**config.mk**
```make
export PLATFORM = sky130hd
export DESIGN_NAME = i2c_phase_clk_gen
export DESIGN_NICKNAME = d
export VERILOG_FILES = /design/src/rtl/i2c_phase_clk_gen.sv
export SDC_FILE = /design/constraint.sdc
export NUM_CORES = 1
export LEC_CHECK = 0
export CAP_MARGIN = 20
export CORE_MARGIN = 1.5
export CORE_UTILIZATION = 59
export CTS_CLUSTER_DIAMETER = 100
export DETAILED_ROUTE_END_ITERATION = 6
export HOLD_SLACK_MARGIN = 0.06
export PLACE_DENSITY = 0.85
export SLEW_MARGIN = 0
export SYNTH_ARGS = -nofsm -noshare
export SYNTH_HDL_FRONTEND = slang
export SYNTH_SLANG_ARGS = --single-unit
```
**constraint.sdc**
```tcl
create_clock -name PLL_CLK -period 7.7 [get_ports PLL_CLK]
set_input_delay 0.77 -clock PLL_CLK [delete_from_list [all_inputs] [get_ports PLL_CLK]]
set_output_delay 0.77 -clock PLL_CLK [all_outputs]
set_load 0.05 [all_outputs]
```
**src/rtl/i2c_phase_clk_gen.sv**
```systemverilog
// rtl/i2c_phase_clk_gen.sv - I2C quarter-phase SCL generator with clock stretching and timeout
module i2c_phase_clk_gen #(
   parameter int DIV_W       = 16,
   parameter int TO_W        = 20,
   parameter int SYNC_STAGES = 2
) (
   input  logic             PLL_CLK,
   input  logic             RESETn,
   input  logic             EN,
   input  logic [DIV_W-1:0] CLK_div_N,
   input  logic             STRETCH_EN,
   input  logic [TO_W-1:0]  STRETCH_TO,
   input  logic             SCL_IN,
   output logic             SCL_O,
   output logic [1:0]       PHASE,
   output logic             TICK,
   output logic             I2C_CLK,
   output logic             BUSY,
   output logic             STRETCH,
   output logic             TIMEOUT
);

   typedef enum logic [1:0] {
      ST_IDLE,
      ST_RUN,
      ST_WAIT_HI
   } state_t;

   state_t                 state;
   logic [DIV_W-1:0]       cnt;
   logic [DIV_W-1:0]       div_q;
   logic [TO_W-1:0]        to_cnt;
   logic [SYNC_STAGES-1:0] scl_sync;

   logic                   scl_s;
   logic                   scl_next;
   logic                   hold;
   logic                   quarter_end;
   logic                   to_hit;
   logic [TO_W:0]          to_nxt;

   // scl_s is the synchronised bus level; scl_next is the value scl_s takes next
   // cycle, which lets the registered STRETCH flag fall in the same cycle that
   // counting resumes.
   assign scl_s       = scl_sync[SYNC_STAGES-1];
   assign scl_next    = scl_sync[SYNC_STAGES-2];
   assign hold        = (state == ST_WAIT_HI) && !scl_s;
   assign quarter_end = (cnt == div_q);
   assign to_nxt      = {1'b0, to_cnt} + (TO_W+1)'(1);
   assign to_hit      = (STRETCH_TO != '0) && (to_nxt == {1'b0, STRETCH_TO});

   // Multi-flop synchroniser for the asynchronous SCL bus level.
   always_ff @(posedge PLL_CLK) begin
      if (!RESETn) begin
         scl_sync <= '0;
      end else begin
         scl_sync <= {scl_sync[SYNC_STAGES-2:0], SCL_IN};
      end
   end

   // Phase sequencer: quarter counting, stretch hold, timeout abort and period-boundary stop.
   always_ff @(posedge PLL_CLK) begin
      if (!RESETn) begin
         state   <= ST_IDLE;
         cnt     <= '0;
         div_q   <= '0;
         to_cnt  <= '0;
         SCL_O   <= 1'b1;
         PHASE   <= 2'd0;
         TICK    <= 1'b0;
         I2C_CLK <= 1'b0;
         BUSY    <= 1'b0;
         STRETCH <= 1'b0;
         TIMEOUT <= 1'b0;
      end else begin
         TICK    <= 1'b0;
         I2C_CLK <= 1'b0;
         case (state)
            ST_IDLE: begin
               cnt     <= '0;
               to_cnt  <= '0;
               SCL_O   <= 1'b1;
               PHASE   <= 2'd0;
               BUSY    <= 1'b0;
               STRETCH <= 1'b0;
               if (EN) begin
                  div_q   <= CLK_div_N;
                  TICK    <= 1'b1;
                  I2C_CLK <= 1'b1;
                  BUSY    <= 1'b1;
                  TIMEOUT <= 1'b0;
                  SCL_O   <= 1'b0;
                  state   <= ST_RUN;
               end
            end
            default: begin
               if (hold) begin
                  // Slave still holding SCL low: phase 2 does not advance.
                  cnt <= '0;
                  if (to_hit) begin
                     TIMEOUT <= 1'b1;
                     state   <= ST_IDLE;
                     SCL_O   <= 1'b1;
                     PHASE   <= 2'd0;
                     BUSY    <= 1'b0;
                     STRETCH <= 1'b0;
                     to_cnt  <= '0;
                  end else begin
                     STRETCH <= !scl_next;
                     if (STRETCH_TO != '0) begin
                        to_cnt <= to_nxt[TO_W-1:0];
                     end
                  end
               end else begin
                  // Normal counting cycle (RUN, or the first released WAIT_HI cycle).
                  state   <= ST_RUN;
                  STRETCH <= 1'b0;
                  to_cnt  <= '0;
                  if (!quarter_end) begin
                     cnt <= cnt + DIV_W'(1);
                  end else begin
                     cnt   <= '0;
                     PHASE <= PHASE + 2'd1;
                     TICK  <= 1'b1;
                     case (PHASE)
                        2'd0: SCL_O <= 1'b0;
                        2'd1: begin
                           SCL_O <= 1'b1;
                           if (STRETCH_EN) begin
                              state   <= ST_WAIT_HI;
                              STRETCH <= !scl_next;
                           end
                        end
                        2'd2: SCL_O <= 1'b1;
                        default: begin
                           // Period boundary: new divider takes effect or we stop cleanly.
                           if (EN) begin
                              div_q   <= CLK_div_N;
                              I2C_CLK <= 1'b1;
                              SCL_O   <= 1'b0;
                           end else begin
                              state <= ST_IDLE;
                              BUSY  <= 1'b0;
                              TICK  <= 1'b0;
                           end
                        end
                     endcase
                  end
               end
            end
         endcase
      end
   end

endmodule

```
Word level (Yosys, flattened, before mapping). Cells that the tools add are included.

Add/sub/neg operators: 3. Multiply operators: 0. Div/mod/pow operators: 0. Order comparisons: 0. Equality and inequality tests: 12. Shift-type cells: 0. Multiplexer cells: 44. Bitwise operators: 2. Reduce and logical (&&, ||, !) cells: 25.

Operators by type and width (number): 16-bit two-way mux (5); 1-bit two-way mux (29); 20-bit by 1-bit adder with 21-bit output, second input constant (1); 21-bit by 20-bit == test with 1-bit output (1); 20-bit nonzero test (1); 16-bit by 1-bit adder with 16-bit output, second input constant (1); 16-bit == test (1); 2-bit two-way mux (8); 3-bit by 1-bit != test with 1-bit output, second input constant (3); 3-bit AND reduction (3); 2-bit nonzero test (4); 4-bit OR reduction (2); 2-bit by 1-bit != test with 1-bit output, second input constant (3); 2-bit OR reduction (3); 5-bit nonzero test (1); 2-bit == test, second input constant (2); 2-bit logical NOT (2); 2-bit one-hot mux with 2 select lines (1); 2-bit AND reduction (2); 4-bit AND reduction (1); 3-bit nonzero test (1); 3-bit OR reduction (1); 2-bit by 1-bit adder with 2-bit output, second input constant (1); 2-bit by 1-bit == test with 1-bit output, second input constant (1); other kinds (5) (8).

Bits in registers: 64. Bits in latches: 0. Bits in writable memories: 0. Bits in read-only memories: 0. Input port bits: 41. Output and inout port bits: 8. Word-level logic and storage cells: 98. Memories kept: 0.

Longest topological paths before layout. Gate-level depths: netlist (run 1).

Depth in word-level cells: 6. Mapped depth: 10. Depth with buffers taken out: 8.

Worst setup path before layout (run 1). No wires, ideal clock.

Path type: register to register. Start: register to_cnt[0]. End: register BUSY. Library setup time: 0.125 ns. Arrival time: 2.437 ns. Required time: 7.575 ns. Path slack: 5.138 ns. Cell stages (with the launch flop): 10. Path buffers: 1. Period minus slack after synthesis: 2.562 ns. Cell sequence: dfxtp_1 > ha_1 > nand3_1 > nor3_1 > mux2_2 > a2111oi_2 > nand4_2 > nor2_4 > buf_6 > a21oi_1.

Word-level cells in the longest chain between the ends: 5.

RTL lines: start, declared (RTL line 32) `logic [TO_W-1:0] to_cnt;`; start signal, assigned (RTL line 111) `to_cnt <= to_nxt[TO_W-1:0];`; 20-bit by 1-bit adder with 21-bit output (RTL line 49) `assign to_nxt = {1'b0, to_cnt} + (TO_W+1)'(1);`; 21-bit by 20-bit == test with 1-bit output (RTL line 50) `assign to_hit = (STRETCH_TO != '0) && (to_nxt == {1'b0, STRETCH_TO});`; 1-bit logical AND (RTL line 50); 3-bit by 1-bit != test with 1-bit output (no line); 4-bit AND reduction (no line); end signal, assigned (RTL line 72) `BUSY <= 1'b0;`; end signal, assigned (RTL line 84) `BUSY <= 1'b0;`; end signal, assigned (RTL line 90) `BUSY <= 1'b1;`; end, declared (RTL line 18) `output logic BUSY,`.

No other way between the ends. A chain may end at the register's enable or synchronous reset.

Worst setup path in the final report (run 1).
Start: register to_cnt[0]. End: register state[1].

Word-level cells in the longest chain between the ends: 5.

RTL lines: 20-bit by 1-bit adder with 21-bit output (RTL line 49); 21-bit by 20-bit == test with 1-bit output (RTL line 50); 1-bit logical AND (RTL line 50); 3-bit by 1-bit != test with 1-bit output (no line); 2-bit AND reduction (no line); end signal, assigned (RTL line 64) `state <= ST_IDLE;`; end signal, assigned (RTL line 93) `state <= ST_RUN;`; end signal, assigned (RTL line 102) `state <= ST_IDLE;`; end, declared (RTL line 29) `state_t state;`.

No other way between the ends.

==> metrics.csv, run 1 <==
stage,metric,value,unit
status,status,"finished, final reports clean",
clocking,ctsHoldBuffers,0,
die,io-pin-count,49,
power,combPwrFrac,0.115,
yosys,synth.top_cell.area_share,0.360,
yosys,synth_warnings,0,
clocking,insertion_delay,350,ps
grt,grt_pass1_wl,13200,um
critical_path,crit_required,7900,ps
detailed_routing,num_vias,3138,
yosys,ys.flop_type,dfxtp_1,
sta,tightest_slew,1040,ps
detailed_routing,routedWlPerCell,15.5,um
yosys,syn_area_per_cell,8.56,um^2
sta,finalClockSkew,12.2,ps
sta,fin_crit,3260,ps
critical_path,crit_fanout,25,
clocking,cts.repair.resized,0,
yosys,yosysSeqAreaShare,0.360,
detailed_routing,drc,0,
detailed_routing,drtIter0Drc,194,
finish,drive_above_1_share,0.0522,
detailed_routing,drtPass1Iterations,5,
clocking,cts_buffer_depth,2,
critical_path,r2r_cells,8,
yosys,synth_cell_types,55,
grt,antenna_found_initial,0,
placed_design,pre_cts_slack,4300,ps
yosys,synth_area,3560,um^2
finish,nets,502,
yosys,synth_edf_count,0,
yosys,yosysTopAreaCell,dfxtp_1,
detailed_routing,routed_wirelength,8280,um
critical_path,crit_type,reg2reg,
power,ir_drop,0.000136,V
sta,max_freq,306,MHz
power,clkPwrFrac,0.431,
sta,setup_viol,0,
finish,utilization,0.724,
yosys,yosys-top-cells-area,"dfxtp_1, xnor2_1, xor2_1",
clocking,cts.clk_slew.worst_paths,70,ps
sta,tns,0,ps
sta,max_slew_margin,0.303,
yosys,synth_cells,416,
sta,hold_ws,505,ps
hold_path,hold_class,reg2reg,
placed_design,hpwl,5910,um
power,power.share.sequential,0.454,
finish,multiInputGateArea,2150,um^2
grt,grt_start_max_net_pins,26,
critical_path,worst-r2r-setup-slack,4440,ps
grt,first_global_vias,2902,
power,switching_share,0.254,
yosys,synthesis.nets,463,
die,dieArea,6510,um^2
detailed_routing,antenna_left,0,
critical_path,timing.rr.start,to_cnt[0],
power,power,0.000764,W
power,pwr_density_cell,179,nW/um^2
placed_design,place_congestion,0.876,
power,p_switching,0.000194,W
clocking,post_cts_buffers,0,
power,p_int,0.000570,W
finish,area_growth,19.6,%
hold_path,hp-start,scl_sync[0],
critical_path,r2r_end,state[1],
clocking,h-tree-depth,3,
sta,finalHoldViolations,0,
run,max_cap_viol_count,0,
die,fp.dieW,80.7,um
finish,antennaDiodeCount,0,
grt,grt_usage,0.267,
yosys,synthArstFlopShare,0,
finish,regArea,1280,um^2
sta,rsz0062_at_grt,false,
clocking,cts_buffers,9,
placed_design,portBuffers,48,
critical_path,crit_path_start_kind,register,
finish,final.fill_count,441,
clocking,root_buffer,clkbuf_8,
die,die_h,80.7,um
critical_path,worstPathArrival,3470,ps
yosys,synth_seq_cells,64,
critical_path,crit_path_end_kind,register,
power,p_leak,1.52,nW
die,start_util,0.605,
hold_path,min_delay_path_depth,1,
die,rows,28,
detailed_routing,vias_per_cell,5.87,
sta,slew_viol_final,0,
clocking,cts_tree,built,
hold_path,min_to,STRETCH,
die,core,5890,um^2
clocking,cts.sinks,64,
sta,timing.final.crit_share,0.424,
grt,grt-ovfl-total,0,
sta,finalWorstSetupSlack,4440,ps
==> layout by cell type (no fill, tap or decap), drive strengths merged, types with 3 or more instances in the layout <==
cell,count
xnor2,36
clkbuf,9
nand4,13
and2,5
nand2,25
clkdlybuf4s50,48
nor4,8
a21oi,7
a211oi,4
o21ai,10
nand3,18
inv,11
nor2,61
a2111oi,3
and3,5
ha,6
or3,5
or4,3
dfxtp,64
nor3,27
nand2b,6
xor2,33
mux2i,18
==> cell usage after synthesis (2+ instances only) <==
cell type  number
xnor2_1        36
nand4_1        11
a211oi_1        4
buf_6           2
dfxtp_1        64
a31oi_1         2
o221ai_1        2
and2_1          5
nand2_1        25
nor4_1          8
buf_2           6
o21ai_0        10
mux2i_1        18
and3_1          5
nor3b_1         2
inv_1           8
or4_1           2
a21oi_1         7
a211o_1         2
clkbuf_1       11
nor2_1         60
nand4_2         2
xor2_1         33
nand3_1        18
nor3_1         27
o21a_1          2
and4_1          2
or3_1           5
ha_1            6
nand2b_1        6
==> how the worst max path moves through the flow <==
stage	to	startpoint	slack, ps	cells after the start
3_3_place_gp	state[1]	STRETCH_TO[11]	4390	8
6_report	state[1]	to_cnt[0]	4440	8
5_1_grt	state[1]	to_cnt[0]	4170	8
4_1_cts	state[1]	to_cnt[0]	4460	8
2_1_floorplan	BUSY	to_cnt[0]	5140	9
3_5_place_dp	state[1]	STRETCH_TO[11]	4300	8
==> area by class of cell <==
| cell class | count | share of cell area |
|---|---|---|
| well taps | 75 | 0.0220 |
| repair buffers | 48 | 0.113 |
| clock buffers | 9 | 0.0291 |
| clock inverters | 7 | 0.0241 |
| flip-flops and latches | 64 | 0.301 |
| multi-input cells | 324 | 0.504 |
| inverters | 8 | 0.00705 |
==> registers in the layout, indices dropped and copies added (netlist names), 2 cells and up <==
| name | flops |
|---|---|
| PHASE | 2 |
| div_q | 16 |
| to_cnt | 20 |
| state | 2 |
| cnt | 16 |
| scl_sync | 2 |
==> metal layers <==
metal	up-vias	wire, um	GRT usage
met5	-	0	0
met4	0	141	0.107
met3	13	535	0.0739
met2	122	4020	0.448
met1	1460	3590	0.321
li1	1543	-	-
==> logic make-up (layout without fill, tap and decap cells) <==
group / count (synthesis) / after routing / synth area share
AO/OA/AOI/OAI: 45 / 45 / 0.0955
buffers and inverters: 28 / 72 / 0.0369
multiplexers: 19 / 19 / 0.0537
adder cells (fa/ha/maj): 6 / 6 / 0.0211
AND/OR/NAND/NOR: 185 / 185 / 0.263
XOR/XNOR: 69 / 69 / 0.170
flip-flops: 64 / 64 / 0.360
==> power groups by stage <==
| stage | Clock (W) | Sequential (W) | Combinational, W |
|---|---|---|---|
| final | 0.000330 | 0.000347 | 0.0000879 |
| after global routing | 0.000350 | 0.000347 | 0.0000941 |
| after CTS | 0.000334 | 0.000346 | 0.0000877 |
| after detailed placement | 0 | 0.000354 | 0.0000862 |
| after global placement | 0 | 0.000354 | 0.0000844 |
| after floorplan | 0 | 0.000360 | 0.0000430 |
==> critical path, cell delays in order (launching register included) <==
cell,delay [ps]
dfxtp_1,480
ha_1,270
nand3_1,290
nor3_1,540
mux2_2,410
a2111oi_2,240
nand4_2,220
nor2_4,490
o21ai_0,180
==> stage by stage <==
stage | area [um^2] | instances
final | 4260 | 535
after global routing | 4260 | 535
after CTS | 4260 | 535
after detailed placement | 4040 | 519
after global placement | 4040 | 519
after floorplan | 3560 | 416
Power figures use the tool's default switching activity.
==> run 2, diff against run 1 <==
--- a/config.mk
+++ b/config.mk
@@ -7,11 +7,11 @@
 export LEC_CHECK = 0
 export CAP_MARGIN = 20
 export CORE_MARGIN = 1.5
-export CORE_UTILIZATION = 59
+export CORE_UTILIZATION = 50
 export CTS_CLUSTER_DIAMETER = 100
 export DETAILED_ROUTE_END_ITERATION = 6
 export HOLD_SLACK_MARGIN = 0.06
-export PLACE_DENSITY = 0.85
+export PLACE_DENSITY = 0.77
 export SLEW_MARGIN = 0
 export SYNTH_ARGS = -nofsm -noshare
 export SYNTH_HDL_FRONTEND = slang
==> constraint.sdc (replaced) <==
create_clock -name PLL_CLK -period 2.99 [get_ports PLL_CLK]
set_input_delay 0.299 -clock PLL_CLK [delete_from_list [all_inputs] [get_ports PLL_CLK]]
set_output_delay 0.299 -clock PLL_CLK [all_outputs]
set_load 0.05 [all_outputs]
==> run 2 against run 1 <==
Clock power grew to 2.8 times the previous value; total power grew to 2.7 times the previous value; die area is 17% higher; flip-flop and latch count stayed put; critical path depth is 1 higher; sequential share of layout area is 0.82 points lower.
==> metrics.csv, run 2 (synthesis results as in run 1) <==
stage,metric,value,unit,change
detailed_routing,num_vias,3103,,was 3138
sta,finalHoldViolations,0,,unchanged
run,max_cap_viol_count,0,,unchanged
clocking,cts_buffer_depth,2,,unchanged
detailed_routing,drc,0,,unchanged
sta,fin_crit,2690,ps,was 3260 ps
detailed_routing,vias_per_cell,5.48,,was 5.87
finish,antennaDiodeCount,0,,unchanged
grt,grt_pass1_wl,13200,um,about the same
sta,rsz0062_at_grt,false,,unchanged
sta,slew_viol_final,0,,unchanged
die,dieArea,7640,um^2,was 6510 um^2
clocking,root_buffer,clkbuf_8,,unchanged
die,start_util,0.521,,was 0.605
critical_path,worstPathArrival,2900,ps,was 3470 ps
critical_path,path_cells,ha_1 -> nand3_1 -> nor3_1 -> mux2_2 -> a2111oi_2 -> nand4_2 -> nor2_4 -> buf_4 -> o21ai_0,,was ha_1 -> nand3_1 -> nor3_1 -> mux2_2 -> a2111oi_2 -> nand4_2 -> nor2_4 -> o21ai_0
placed_design,place_congestion,0.880,,was 0.876
detailed_routing,antenna_left,0,,unchanged
placed_design,portBuffers,48,,unchanged
status,status,"finished, final reports clean",,unchanged
finish,final_cell_mix,"dfxtp_1, nor2_1, clkdlybuf4s50_1",,unchanged
detailed_routing,routedWlPerCell,13.8,um,was 15.5 um
clocking,cts.clk_slew.worst_paths,70,ps,about the same
power,power,0.00203,W,was 0.000764 W
placed_design,placed_area,4140,um^2,was 4040 um^2
critical_path,crit_type,reg2reg,,unchanged
critical_path,crit_path_end_kind,register,,unchanged
sta,tns,0,ps,unchanged
clocking,cts_buffers,9,,unchanged
placed_design,hpwl,5880,um,was 5910 um
detailed_routing,drtPass1Iterations,4,,was 5
sta,finalClockSkew,9.97,ps,was 12.2 ps
grt,antenna_found_initial,0,,unchanged
die,die_h,87.4,um,was 80.7 um
sta,max_freq,371,MHz,was 306 MHz
finish,drive_above_1_share,0.0702,,was 0.0522
grt,grt_usage,0.221,,was 0.267
power,ir_drop,0.000314,V,was 0.000136 V
clocking,insertion_delay,340,ps,was 350 ps
sta,timing.final.crit_share,0.901,,was 0.424
power,pwr_density_cell,463,nW/um^2,was 179 nW/um^2
grt,grt_start_max_net_pins,21,,was 26
sta,setup_viol,0,,unchanged
clocking,cts.repair.resized,0,,unchanged
critical_path,critPathMaxStageDelay,480,ps,was 540 ps
sta,finalWorstSetupSlack,296,ps,was 4440 ps
die,core,6830,um^2,was 5890 um^2
critical_path,crit_required,3190,ps,was 7900 ps
power,p_leak,1.58,nW,was 1.52 nW
detailed_routing,routed_wirelength,7820,um,was 8280 um
finish,finish.instance_area,4380,um^2,was 4260 um^2
finish,nets,512,,was 502
clocking,cts_tree,built,,unchanged
clocking,post_cts_buffers,0,,unchanged
finish,area_growth,23.0,%,was 19.6%
clocking,h-tree-depth,3,,unchanged
clocking,cts.sinks,64,,unchanged
finish,reg.largest.list,"to_cnt (20), cnt (16), div_q (16)",,unchanged
sta,max_slew_margin,0.568,,was 0.303
sta,tightest_slew,646,ps,was 1040 ps
grt,grt-ovfl-total,0,,unchanged
die,rows,30,,was 28
placed_design,pre_cts_slack,302,ps,was 4300 ps
clocking,ctsHoldBuffers,0,,unchanged
grt,first_global_vias,2892,,was 2902
hold_path,hold_class,reg2reg,,unchanged
detailed_routing,drtIter0Drc,132,,was 194
die,io-pin-count,49,,unchanged
finish,final_common_cell,dfxtp_1,,unchanged
sta,hold_ws,468,ps,was 505 ps
critical_path,cpMaxStageDelayCell,dfxtp_1,,was nor3_1
die,fp.dieW,87.4,um,was 80.7 um
critical_path,crit_fanout,12,,was 25
critical_path,crit_path_start_kind,register,,unchanged
finish,largest_reg_flops,20,,unchanged
finish,largest-register,to_cnt,,unchanged
-- run 2: final cells by class --
class	instances	area, um^2
multi-input combinational	324	2150
tap	96	120
sequential	64	1280
fill	613	2450
clock inverter	5	104
clock buffer	11	141
timing repair buffer	58	556
inverter	8	30.0
-- run 2: worst paths after layout --
path,start,endpoint,slack [ps],cells past startpoint
max,to_cnt[0],state[1],300,9
min,scl_sync[0],STRETCH,470,1
max reg2reg,to_cnt[0],state[1],300,9
min reg2reg,scl_sync[0],STRETCH,470,1
-- run 2: worst max-delay path: cells and delay by family (launching register included) --
family | cells | cell delay [ps]
fa+ha+maj | 1 | 270
buf+inv | 1 | 190
simple gates | 4 | 860
compound gates | 2 | 370
flops | 1 | 480
mux | 1 | 400
-- run 2: layer usage --
metal,wire length (um),part of all wire,track usage
met1,3530,0.45,0.282
met2,3770,0.48,0.363
met3,413,0.053,0.0540
met4,106,0.014,0.0736
met5,0,0,0
-- run 2: metrics by stage --
stage                     cells   util
after floorplan             416      -
after CTS                   566  0.641
after global routing        566  0.641
final                       566  0.641
after detailed placement    550  0.605
after global placement      550  0.605
-- run 2: where the power goes --
group / internal, W / switching, W
Sequential: 0.000875 / 0.0000177
Combinational: 0.000117 / 0.000110
Clock: 0.000577 / 0.000333
